`config.mk`:
```
export PLATFORM = sky130hd
export DESIGN_NAME = detector_pulse_gen_flat
export DESIGN_NICKNAME = d
export VERILOG_FILES = /design/src/rtl/detector_pulse_gen_if.sv /design/src/rtl/detector_pulse_gen.sv /design/src/flat_wrapper.sv
export SDC_FILE = /design/constraint.sdc
export NUM_CORES = 1
export LEC_CHECK = 0
export CAP_MARGIN = 20
export CORE_MARGIN = 4
export CORE_UTILIZATION = 40
export CTS_CLUSTER_DIAMETER = 80
export CTS_CLUSTER_SIZE = 20
export DETAILED_ROUTE_END_ITERATION = 10
export SETUP_SLACK_MARGIN = 0.4
export SYNTH_ARGS = -nofsm -noshare
export SYNTH_HDL_FRONTEND = slang
export SYNTH_SLANG_ARGS = --single-unit
```
`constraint.sdc`:
```
create_clock -name clk -period 9 [get_ports clk]
set_input_delay 1.35 -clock clk [delete_from_list [all_inputs] [get_ports clk]]
set_output_delay 1.35 -clock clk [all_outputs]
set_load 0.02 [all_outputs]
```
`src/rtl/detector_pulse_gen_if.sv`:
```
// Bundle of the pulse generator's control inputs and sample/status outputs.
// The master side drives the controls and receives the sample stream.
// The slave side is the generator itself.
interface detector_pulse_gen_if;
    logic        en;
    logic        trig;
    logic [12:0] amp_in;
    logic [15:0] period_in;
    logic [13:0] outp;
    logic        pulse_start;
    logic        busy;
    logic [7:0]  count;

    modport master (
        output en, trig, amp_in, period_in,
        input  outp, pulse_start, busy, count
    );

    modport slave (
        input  en, trig, amp_in, period_in,
        output outp, pulse_start, busy, count
    );
endinterface

```
`src/rtl/detector_pulse_gen.sv`:
```
// Synthetic detector-pulse source feeding the trapezoidal shaper in place of
// the ADC. Each fire adds a programmable step to an internal level. The level
// then decays exponentially (level -= level>>TAU_SHIFT, at least 1 per cycle).
// A fire during a tail piles up on the remaining level, saturating at
// LEVEL_MAX. Fires come from trig or from a periodic interval counter.
// Optional build macro PULSE_NOISE_EN adds LFSR noise (-4..+3) to outp only.
module detector_pulse_gen #(
    parameter int                 TAU_SHIFT = 4,
    parameter logic signed [13:0] BASELINE  = 14'sd0,
    parameter logic [12:0]        LEVEL_MAX = 13'd8191
) (
    input  logic                clk,
    input  logic                rst,
    detector_pulse_gen_if.slave bus
);

    typedef enum logic {
        IDLE  = 1'b0,
        DECAY = 1'b1
    } state_t;

    state_t      state;
    state_t      state_next;
    logic [12:0] level;
    logic [12:0] level_next;
    logic [12:0] decayed;
    logic [12:0] decay_step;
    logic [13:0] pile_sum;
    logic [15:0] interval;
    logic [15:0] interval_next;
    logic        periodic_hit;
    logic        fire;
    logic        pulse_start_q;
    logic [7:0]  count_q;
    logic signed [14:0] sum;
    logic [13:0] outp_sat;

`ifdef PULSE_NOISE_EN
    logic [15:0]        lfsr;
    logic signed [14:0] noise;

    // Free-running Fibonacci LFSR (taps 16,14,13,11) supplying output noise
    always_ff @(posedge clk or negedge rst) begin
        if (!rst) begin
            lfsr <= 16'hACE1;
        end else begin
            lfsr <= {lfsr[14:0], lfsr[15] ^ lfsr[13] ^ lfsr[12] ^ lfsr[10]};
        end
    end
`endif

    // Fire request: external trigger, or the interval counter reaching its last count
    always_comb begin
        periodic_hit = bus.en && (bus.period_in != 16'd0) &&
                       (interval == bus.period_in - 16'd1);
        fire         = bus.trig || periodic_hit;
    end

    // One decay step; small levels drop by 1 so the tail always reaches 0
    always_comb begin
        decay_step = level >> TAU_SHIFT;
        decayed    = level;
        if (decay_step != 13'd0) begin
            decayed = level - decay_step;
        end else if (level != 13'd0) begin
            decayed = level - 13'd1;
        end else begin
            decayed = 13'd0;
        end
    end

    // Next level (pile-up add saturates), next interval count and next FSM state
    always_comb begin
        pile_sum      = {1'b0, decayed} + {1'b0, bus.amp_in};
        level_next    = decayed;
        interval_next = interval;
        state_next    = state;
        if (fire) begin
            if (pile_sum > {1'b0, LEVEL_MAX}) begin
                level_next = LEVEL_MAX;
            end else begin
                level_next = pile_sum[12:0];
            end
        end
        if (fire) begin
            interval_next = 16'd0;
        end else if ((bus.period_in != 16'd0) && (interval >= bus.period_in)) begin
            interval_next = 16'd0;
        end else if (bus.en && (bus.period_in != 16'd0)) begin
            interval_next = interval + 16'd1;
        end
        case (state)
            IDLE:    if (fire && (level_next != 13'd0)) state_next = DECAY;
            DECAY:   if (level_next == 13'd0) state_next = IDLE;
            default: state_next = IDLE;
        endcase
    end

    // FSM state register: DECAY exactly while the registered level is nonzero
    always_ff @(posedge clk or negedge rst) begin
        if (!rst) begin
            state <= IDLE;
        end else begin
            state <= state_next;
        end
    end

    // Datapath registers: level, interval counter, start strobe, pulse count
    always_ff @(posedge clk or negedge rst) begin
        if (!rst) begin
            level         <= 13'd0;
            interval      <= 16'd0;
            pulse_start_q <= 1'b0;
            count_q       <= 8'd0;
        end else begin
            level         <= level_next;
            interval      <= interval_next;
            pulse_start_q <= fire;
            count_q       <= count_q + {7'd0, fire};
        end
    end

    // Output sample: 15-bit signed sum of baseline and level, clipped to 14 bits.
    // Noise is forced to zero while reset is asserted so outp reads BASELINE.
    always_comb begin
`ifdef PULSE_NOISE_EN
        noise = rst ? {{12{lfsr[2]}}, lfsr[2:0]} : 15'sd0;
        sum   = {BASELINE[13], BASELINE} + $signed({2'b00, level}) + noise;
`else
        sum   = {BASELINE[13], BASELINE} + $signed({2'b00, level});
`endif
        if (sum > 15'sd8191) begin
            outp_sat = 14'h1FFF;
        end else if (sum < -15'sd8192) begin
            outp_sat = 14'h2000;
        end else begin
            outp_sat = sum[13:0];
        end
    end

    assign bus.outp        = outp_sat;
    assign bus.pulse_start = pulse_start_q;
    assign bus.busy        = (state == DECAY);
    assign bus.count       = count_q;

endmodule

```
`src/flat_wrapper.sv`:
```
// flat-port wrapper written by rule: the top's interface ports become plain ports
module detector_pulse_gen_flat 
#(
    parameter int                 TAU_SHIFT = 4,
    parameter logic signed [13:0] BASELINE  = 14'sd0,
    parameter logic [12:0]        LEVEL_MAX = 13'd8191
)
  (clk, rst, bus_en, bus_trig, bus_amp_in, bus_period_in, bus_outp, bus_pulse_start, bus_busy, bus_count);
  detector_pulse_gen_if bus_i ();
  input  logic clk;
  input  logic rst;
  input wire logic [$bits(bus_i.en)-1:0] bus_en;
  input wire logic [$bits(bus_i.trig)-1:0] bus_trig;
  input wire logic [$bits(bus_i.amp_in)-1:0] bus_amp_in;
  input wire logic [$bits(bus_i.period_in)-1:0] bus_period_in;
  output wire logic [$bits(bus_i.outp)-1:0] bus_outp;
  output wire logic [$bits(bus_i.pulse_start)-1:0] bus_pulse_start;
  output wire logic [$bits(bus_i.busy)-1:0] bus_busy;
  output wire logic [$bits(bus_i.count)-1:0] bus_count;
  assign bus_i.en = bus_en;
  assign bus_i.trig = bus_trig;
  assign bus_i.amp_in = bus_amp_in;
  assign bus_i.period_in = bus_period_in;
  assign bus_outp = bus_i.outp;
  assign bus_pulse_start = bus_i.pulse_start;
  assign bus_busy = bus_i.busy;
  assign bus_count = bus_i.count;
  detector_pulse_gen #(.TAU_SHIFT(TAU_SHIFT), .BASELINE(BASELINE), .LEVEL_MAX(LEVEL_MAX)) u_core (.clk(clk), .rst(rst), .bus(bus_i));
endmodule
```
==> results of run 1 <==
[state kept, by name, indices dropped and copies added, names as in the netlist]
| register | count |
|---|---|
| u_core.interval | 16 |
| u_core.level | 13 |
| u_core.bus.count | 8 |
| u_core.bus.busy | 1 |
| u_core.bus.pulse_start | 1 |
[cells in the final DEF, fill, tap and decap left out, types with 3 or more instances in the layout]
cell type and count:
sky130_fd_sc_hd__nor2_1 55, sky130_fd_sc_hd__clkdlybuf4s50_1 54, sky130_fd_sc_hd__ha_1 44, sky130_fd_sc_hd__inv_1 42, sky130_fd_sc_hd__dfrtp_1 39, sky130_fd_sc_hd__xor2_1 29
sky130_fd_sc_hd__xnor2_1 26, sky130_fd_sc_hd__a21oi_1 26, sky130_fd_sc_hd__nand2_1 22, sky130_fd_sc_hd__nand3_1 17, sky130_fd_sc_hd__nor3_1 16, sky130_fd_sc_hd__o21ai_0 12
sky130_fd_sc_hd__or3_1 9, sky130_fd_sc_hd__nand4_1 9, sky130_fd_sc_hd__a21o_1 9, sky130_fd_sc_hd__nor2b_1 8, sky130_fd_sc_hd__o21a_1 8, sky130_fd_sc_hd__and3_1 7
sky130_fd_sc_hd__or4_1 6, sky130_fd_sc_hd__mux2i_1 6, sky130_fd_sc_hd__and4_1 6, sky130_fd_sc_hd__a31oi_1 6, sky130_fd_sc_hd__a211oi_1 6, sky130_fd_sc_hd__nor4_1 5
sky130_fd_sc_hd__clkbuf_8 5, sky130_fd_sc_hd__or2_2 3, sky130_fd_sc_hd__o211ai_1 3, sky130_fd_sc_hd__o21bai_1 3, sky130_fd_sc_hd__nand2b_1 3
[final cells by class]
type,instances,area (um2),share of cell area
Sequential cell,39,976,0.206
Clock buffer,5,68.8,0.0146
Clock inverter,3,20.0,0.00424
Tap cell,133,166,0.0352
Timing Repair Buffer,57,561,0.119
Multi-Input combinational cell,386,2780,0.588
Inverter,42,158,0.0334
[worst reg2reg max path, cell delays in order (launching register included)]
cell and delay [ns]:
sky130_fd_sc_hd__dfrtp_1 0.48, sky130_fd_sc_hd__or4_4 0.57, sky130_fd_sc_hd__or3_1 0.60, sky130_fd_sc_hd__a211oi_2 0.23, sky130_fd_sc_hd__a21oi_1 0.13, sky130_fd_sc_hd__ha_1 0.42
sky130_fd_sc_hd__nand3_1 0.09, sky130_fd_sc_hd__o211ai_1 0.31, sky130_fd_sc_hd__nand2_1 0.13, sky130_fd_sc_hd__a21oi_1 0.24, sky130_fd_sc_hd__a211oi_1 0.10, sky130_fd_sc_hd__or4_1 0.52
sky130_fd_sc_hd__nor4_1 0.26, sky130_fd_sc_hd__a2bb2o_4 0.24, sky130_fd_sc_hd__o32a_1 0.27
[layer usage]
metal,global-route usage,share of wire,up-vias
met3,0.0257,0.040,9
li1,-,-,1812
met2,0.254,0.43,63
met1,0.255,0.52,1620
met5,0,0,-
met4,0.0334,0.0093,0
[where the power goes]
group	switching [W]	internal [W]	total [W]
clock	0.0000624	0.0000539	0.000116
sequential	0.0000639	0.000226	0.000290
combinational	0.000900	0.000673	0.00157
[kinds of logic after synthesis]
kind of cell	Yosys count	share of synthesized area
XOR/XNOR	55	0.120
flip-flops	39	0.243
AO/OA/AOI/OAI	95	0.161
multiplexers	7	0.0178
adder cells (fa/ha/maj)	46	0.147
buffers and inverters	66	0.0654
other	1	0.000934
AND/OR/NAND/NOR	182	0.245
[metrics by stage]
step,instances,hold slack [ns]
after global placement,657,0.464
after CTS,665,0.478
after floorplan,491,0.548
final,665,0.467
after detailed placement,657,0.467
after global routing,665,0.504
[how the worst min path moves through the flow]
stage,startpoint,to,slack [ns]
after CTS,u_core.bus.count[7],u_core.bus.count[7],0.48
final,u_core.bus.count[7],u_core.bus.count[7],0.47
after global placement,u_core.bus.count[7],u_core.bus.count[7],0.46
after global routing,u_core.bus.count[7],u_core.bus.count[7],0.50
after floorplan,u_core.interval[15],u_core.interval[15],0.55
after detailed placement,u_core.bus.count[7],u_core.bus.count[7],0.47
==> out/summary.txt, run 1 <==
====================================================================================================
Outcome ............................................................................... finished, final reports clean
Fill cell count .......................................................................          989
#FFs+latches synth ....................................................................           39
Length of the first detailed-routing pass in iterations ...............................            4
Latest clock arrival within the worst-skew pair .......................................      0.29 ns
CP delay by family, top ............................................................... simple AND/OR/NAND/NOR gates
Clock-pin slew reported for the worst setup and hold paths after clock tree synthesis .      0.08 ns
Post-detailed-route via-to-cell ratio .................................................         5.27
Number of DRC markers after the initial detailed-route iteration ......................          169
Setup WS pre-CTS ......................................................................      3.90 ns
Top cell type by total area after synthesis ........................................... sky130_fd_sc_hd__dfrtp_1
Type of the worst min-delay path ......................................................      reg2reg
GRT Total Usage .......................................................................        0.168
Launching point of the worst reg2reg path ............................................. u_core.level[5]
Dominant cell type by count on the critical path ...................................... sky130_fd_sc_hd__ha_1
Standby leakage power .................................................................      2.12 nW
Fmax ..................................................................................      210 MHz
Clock sink count ......................................................................           39
CP required ...........................................................................      9.18 ns
Ordered list of cells on the worst path ............................................... clkdlybuf4s50_1, inv_1, ha_1, nor2b_1, and4_1, nand4_1, and2_1, and4b_1, a41oi_1, buf_4, inv_1, ha_1, ha_1, and3_1, nand3_1, xnor2_1
Worst Skew ............................................................................   0.00900 ns
Mean routed wirelength per cell .......................................................      14.2 um
Post-synthesis net count ..............................................................          570
Horizontal die dimension ..............................................................       108 um
Starting density of the core ..........................................................        0.411
Number of stages on the worst setup path ..............................................           16
Library cells used by synthesis .......................................................           64
Final setup margin ....................................................................      4.24 ns
Yosys warns ...........................................................................            0
Element type at the critical path end .................................................    flip-flop
Flip-flop cell with the highest count after synthesis ................................. sky130_fd_sc_hd__dfrtp_1
Instance count of the mapped netlist ..................................................          491
Summed instance area of the synthesized netlist .......................................     4020 um2
Total of endpoints with negative setup slack in the final report ......................            0
Ys async rst share ....................................................................         1.00
Post-detailed-route DRC marker count ..................................................            0
CP peak stage delay ...................................................................      0.55 ns
Synth cell count leaders .............................................................. sky130_fd_sc_hd__nor2_1 (55), sky130_fd_sc_hd__ha_1 (44), sky130_fd_sc_hd__inv_1 (42), sky130_fd_sc_hd__dfrtp_1 (39), sky130_fd_sc_hd__xor2_1 (29)
Average footprint of a synthesized cell ...............................................     8.18 um2
Slew of the pin with the lowest slew margin ...........................................     0.848 ns
# resized after CTS ...................................................................            0
Antenna violations before repair ......................................................            0
CTS tree ..............................................................................        built
Post-synth EDFFs ......................................................................            0
Worst setup path startpoint ........................................................... bus_period_in[0]
Max-slew headroom at the worst pin ....................................................        0.435
Final Hold Violating Endpoints ........................................................            0
Maximum number of pins on one net before global-route repair ..........................           40
Setup slack of the most critical reg-to-reg path ......................................      4.31 ns
Final number of max-transition violations .............................................            0
Global route overflow .................................................................            0
Top cells by area, synth .............................................................. sky130_fd_sc_hd__dfrtp_1 (24%), sky130_fd_sc_hd__ha_1 (14%), sky130_fd_sc_hd__xor2_1 (6.3%), sky130_fd_sc_hd__xnor2_1 (5.7%), sky130_fd_sc_hd__nor2_1 (5.1%)
Count of vias placed by the detailed router ...........................................        3,504
Total power after layout ..............................................................    0.00198 W
Number of cells traversed by the worst register-to-register path ......................           14
Count of max-cap constraint violations ................................................            0
Most frequent cell after synthesis .................................................... sky130_fd_sc_hd__nor2_1
Routed wire length ....................................................................      9.46 mm
Full die area .........................................................................   11,700 um2
Depth of the worst hold-timing path ...................................................            1
Post-cts hold buffer count ............................................................            0
Total power density per cell area .....................................................   419 nW/um2
Count of buffering cells on the critical path with inverters included .................            4
Setup repair after global routing missed its margin ...................................           no
Peak VDD IR ...........................................................................     0.209 mV
Number of buffers added by the clock tree synthesis step ..............................            5
Y dimension of the die ................................................................       108 um
Port bufs .............................................................................           55
Proportion of synthesized chip area in sequential cells ...............................        0.243
CTS H-Tree Depth ......................................................................            2
Number of nets in the final layout ....................................................          610
Fraction of synthesized cell area taken by the top area cell type .....................        0.243
Placer Congestion .....................................................................        0.834
Antenna cell count ....................................................................            0
Cell Area, Placed .....................................................................     4640 um2
Ratio of final minimum period to clock period .........................................        0.529
Number of global-route vias before repair .............................................        3,412
CP Data Arrival Time ..................................................................      4.94 ns
CTS Root Cell ......................................................................... sky130_fd_sc_hd__clkbuf_8
Global-route wire length before repair ................................................      16.2 mm
Standard-cell row count ...............................................................           36
Final ANT Viol Nets ...................................................................            0
End-of-flow core utilization ..........................................................        0.484
Crit path max-delay cell type ......................................................... sky130_fd_sc_hd__clkdlybuf4s50_1
Startpoint types ......................................................................    input pin
Syn-to-layout area delta ..............................................................        17.7%
Post-route minimum period .............................................................      4.76 ns
Share of post-route cells with drive strength above 1 .................................       0.0470
Destination of the critical timing path ............................................... u_core.bus.count[6]
Crit-path max FO ......................................................................           20
WS Path Type ..........................................................................       in2reg
Setup bufs post-CTS ...................................................................            0
DP Wirelength .........................................................................      7.72 mm
Design area ...........................................................................     4730 um2
Maximum clock insertion buffer count ..................................................            2
Sum Neg Setup Slack ...................................................................         0 ns
Count of pins on the block boundary ...................................................           57
Core area .............................................................................     9770 um2
Capturing point of the worst reg2reg path ............................................. u_core.bus.busy
====================================================================================================
Note: power is estimated with default switching activity, not from simulation.
==> run 2, diff against run 1 <==
==> constraint.sdc (replaced) <==
create_clock -name clk -period 4.4 [get_ports clk]
set_input_delay 0.66 -clock clk [delete_from_list [all_inputs] [get_ports clk]]
set_output_delay 0.66 -clock clk [all_outputs]
set_load 0.02 [all_outputs]
==> out/summary.txt, run 2 (synthesis results as in run 1) <==
====================================================================================================
Post-detailed-route via-to-cell ratio .................................................         5.28   was 5.27
Latest clock arrival within the worst-skew pair .......................................      0.30 ns   was 0.29 ns
Launching point of the worst reg2reg path ............................................. u_core.level[5]   unchanged
Top layer reached by signal wires .....................................................         met4   unchanged
Crit-path max FO ......................................................................            8   was 20
Count of vias placed by the detailed router ...........................................        3,676   was 3,504
CTS tree ..............................................................................        built   unchanged
Fmax ..................................................................................      235 MHz
Capturing point of the worst reg2reg path ............................................. u_core.bus.busy   unchanged
Setup repair after global routing missed its margin ...................................          yes   was no
M1 wire length ........................................................................      5.16 mm   was 4.90 mm
Share of post-route cells with drive strength above 1 .................................        0.183   was 0.0470
Type of the worst min-delay path ......................................................     in2async   was reg2reg
Max-slew headroom at the worst pin ....................................................        0.416   was 0.435
Global route overflow .................................................................            0   unchanged
CTS Root Cell ......................................................................... sky130_fd_sc_hd__clkbuf_8   unchanged
Slew of the pin with the lowest slew margin ...........................................     0.877 ns   was 0.848 ns
Total of endpoints with negative setup slack in the final report ......................            0   unchanged
Syn-to-layout area delta ..............................................................        31.2%   was 17.7%
Ratio of final minimum period to clock period .........................................        0.966
Horizontal die dimension ..............................................................       108 um   unchanged
Sum of met2 wire segment lengths after detailed routing ...............................      4.84 mm   was 4.10 mm
Routed wire length ....................................................................      10.5 mm   was 9.46 mm
Final ANT Viol Nets ...................................................................            0   unchanged
Antenna violations before repair ......................................................            0   unchanged
Worst Skew ............................................................................   0.00826 ns   was 0.00900 ns
Sum Neg Setup Slack ...................................................................         0 ns   unchanged
Y dimension of the die ................................................................       108 um   unchanged
Number of buffers added by the clock tree synthesis step ..............................            5   unchanged
Post-cts hold buffer count ............................................................            0   unchanged
Mean routed wirelength per cell .......................................................      15.1 um   was 14.2 um
CP Data Arrival Time ..................................................................      4.44 ns   was 4.94 ns
Setup slack of the most critical reg-to-reg path ......................................      0.15 ns   was 4.31 ns
Number of nets in the final layout ....................................................          641   was 610
Element type at the critical path end .................................................    flip-flop   unchanged
Maximum number of pins on one net before global-route repair ..........................           40   unchanged
Clock sink count ......................................................................           39   unchanged
Met3 wirelength from detailed routing .................................................       389 um   was 379 um
Outcome ............................................................................... finished, final reports clean   unchanged
Count of pins on the block boundary ...................................................           57   unchanged
Post-detailed-route DRC marker count ..................................................            0   unchanged
Length of the first detailed-routing pass in iterations ...............................            4   unchanged
Full die area .........................................................................   11,700 um2   unchanged
Post-route minimum period .............................................................      4.25 ns
Number of global-route vias before repair .............................................        3,607   was 3,412
Final Hold Violating Endpoints ........................................................            0   unchanged
Standard-cell row count ...............................................................           36   unchanged
WS Path Type ..........................................................................      reg2reg   was in2reg
Placer Congestion .....................................................................        0.843   was 0.834
Most common cell after layout, fill and taps aside .................................... sky130_fd_sc_hd__clkdlybuf4s50_1   was sky130_fd_sc_hd__nor2_1
Antenna cell count ....................................................................            0   unchanged
Count of max-cap constraint violations ................................................            0   unchanged
Max FFs per register ..................................................................           16   unchanged
Starting density of the core ..........................................................        0.411   unchanged
CTS H-Tree Depth ......................................................................            2   unchanged
Port bufs .............................................................................           55   unchanged
DP Wirelength .........................................................................      7.95 mm   was 7.72 mm
GRT Total Usage .......................................................................        0.178   was 0.168
CP required ...........................................................................      4.59 ns   was 9.18 ns
Core area .............................................................................     9770 um2   unchanged
Final number of max-transition violations .............................................            0   unchanged
Register containing the most flip-flops in the final layout ........................... u_core.interval   unchanged
Number of DRC markers after the initial detailed-route iteration ......................          203   was 169
Most used cells in the layout excluding fill and tap cells ............................ sky130_fd_sc_hd__clkdlybuf4s50_1 (54), sky130_fd_sc_hd__nor2_1 (50), sky130_fd_sc_hd__inv_1 (40)   was sky130_fd_sc_hd__nor2_1 (55), sky130_fd_sc_hd__clkdlybuf4s50_1 (54), sky130_fd_sc_hd__ha_1 (44)
Clock-pin slew reported for the worst setup and hold paths after clock tree synthesis .      0.09 ns   was 0.08 ns
Startpoint types ......................................................................    flip-flop   was input pin
Number of cells traversed by the worst register-to-register path ......................           14   unchanged
Global-route wire length before repair ................................................      17.0 mm   was 16.2 mm
Maximum clock insertion buffer count ..................................................            2   unchanged
====================================================================================================
run 2: per-stage QoR:
step	util	hold slack, ns	instances	cell area (um2)	setup WS (ns)
6_report	0.539	0.471	696	5270	0.151
5_1_grt	0.539	0.510	696	5270	0.00654
4_1_cts	0.510	0.482	687	4990	0.176
3_5_place_dp	0.487	0.470	670	4760	0.0830
3_3_place_gp	0.487	0.463	670	4760	0.164
2_1_floorplan	-	0.364	491	4030	0.210
run 2: layout make-up:
| class | instances | area [um2] |
|---|---|---|
| multi-input combinational | 386 | 3060 |
| sequential | 39 | 981 |
| clock inverter | 3 | 23.8 |
| tap | 133 | 166 |
| timing repair buffer | 88 | 811 |
| inverter | 42 | 158 |
| fill | 885 | 4500 |
| clock buffer | 5 | 68.8 |
run 2: timing repair:
action	4_1_cts	5_1_grt
setup buffers	9	8
endpoints found under the hold margin	0	0
gates resized for setup	11	48
pin swaps	6	9
setup endpoints to repair	1	13
gates cloned	0	1
run 2: how the worst max path moves through the flow:
stage                    startpoint              end
floorplan           u_core.level[5]  u_core.bus.busy
global placement    u_core.level[5]  u_core.bus.busy
detailed placement  u_core.level[5]  u_core.bus.busy
CTS                 u_core.level[5]  u_core.bus.busy
global route        u_core.level[5]  u_core.bus.busy
finish              u_core.level[5]  u_core.bus.busy
run 2: critical path, cell delays in order (launching register included):
cell,delay (ns)
sky130_fd_sc_hd__dfrtp_1,0.42
sky130_fd_sc_hd__or4_4,0.54
sky130_fd_sc_hd__or3_4,0.46
sky130_fd_sc_hd__buf_4,0.19
sky130_fd_sc_hd__a21o_1,0.23
sky130_fd_sc_hd__o311a_2,0.20
sky130_fd_sc_hd__ha_4,0.32
sky130_fd_sc_hd__o2111ai_1,0.16
sky130_fd_sc_hd__nand2_1,0.12
sky130_fd_sc_hd__nor2_1,0.06
sky130_fd_sc_hd__xnor2_1,0.13
sky130_fd_sc_hd__or4_4,0.56
sky130_fd_sc_hd__nor4_4,0.25
sky130_fd_sc_hd__a2bb2o_4,0.23
sky130_fd_sc_hd__o32a_1,0.28
run 2: per-layer routing:
layer	track usage	up-vias
li1	-	1871
met1	0.263	1733
met2	0.276	62
met3	0.0251	10
met4	0.0415	0
met5	0	-
Power of run 2 is not shown: default switching activity piles up to over one toggle a cycle in this logic, so the estimate is an artifact.
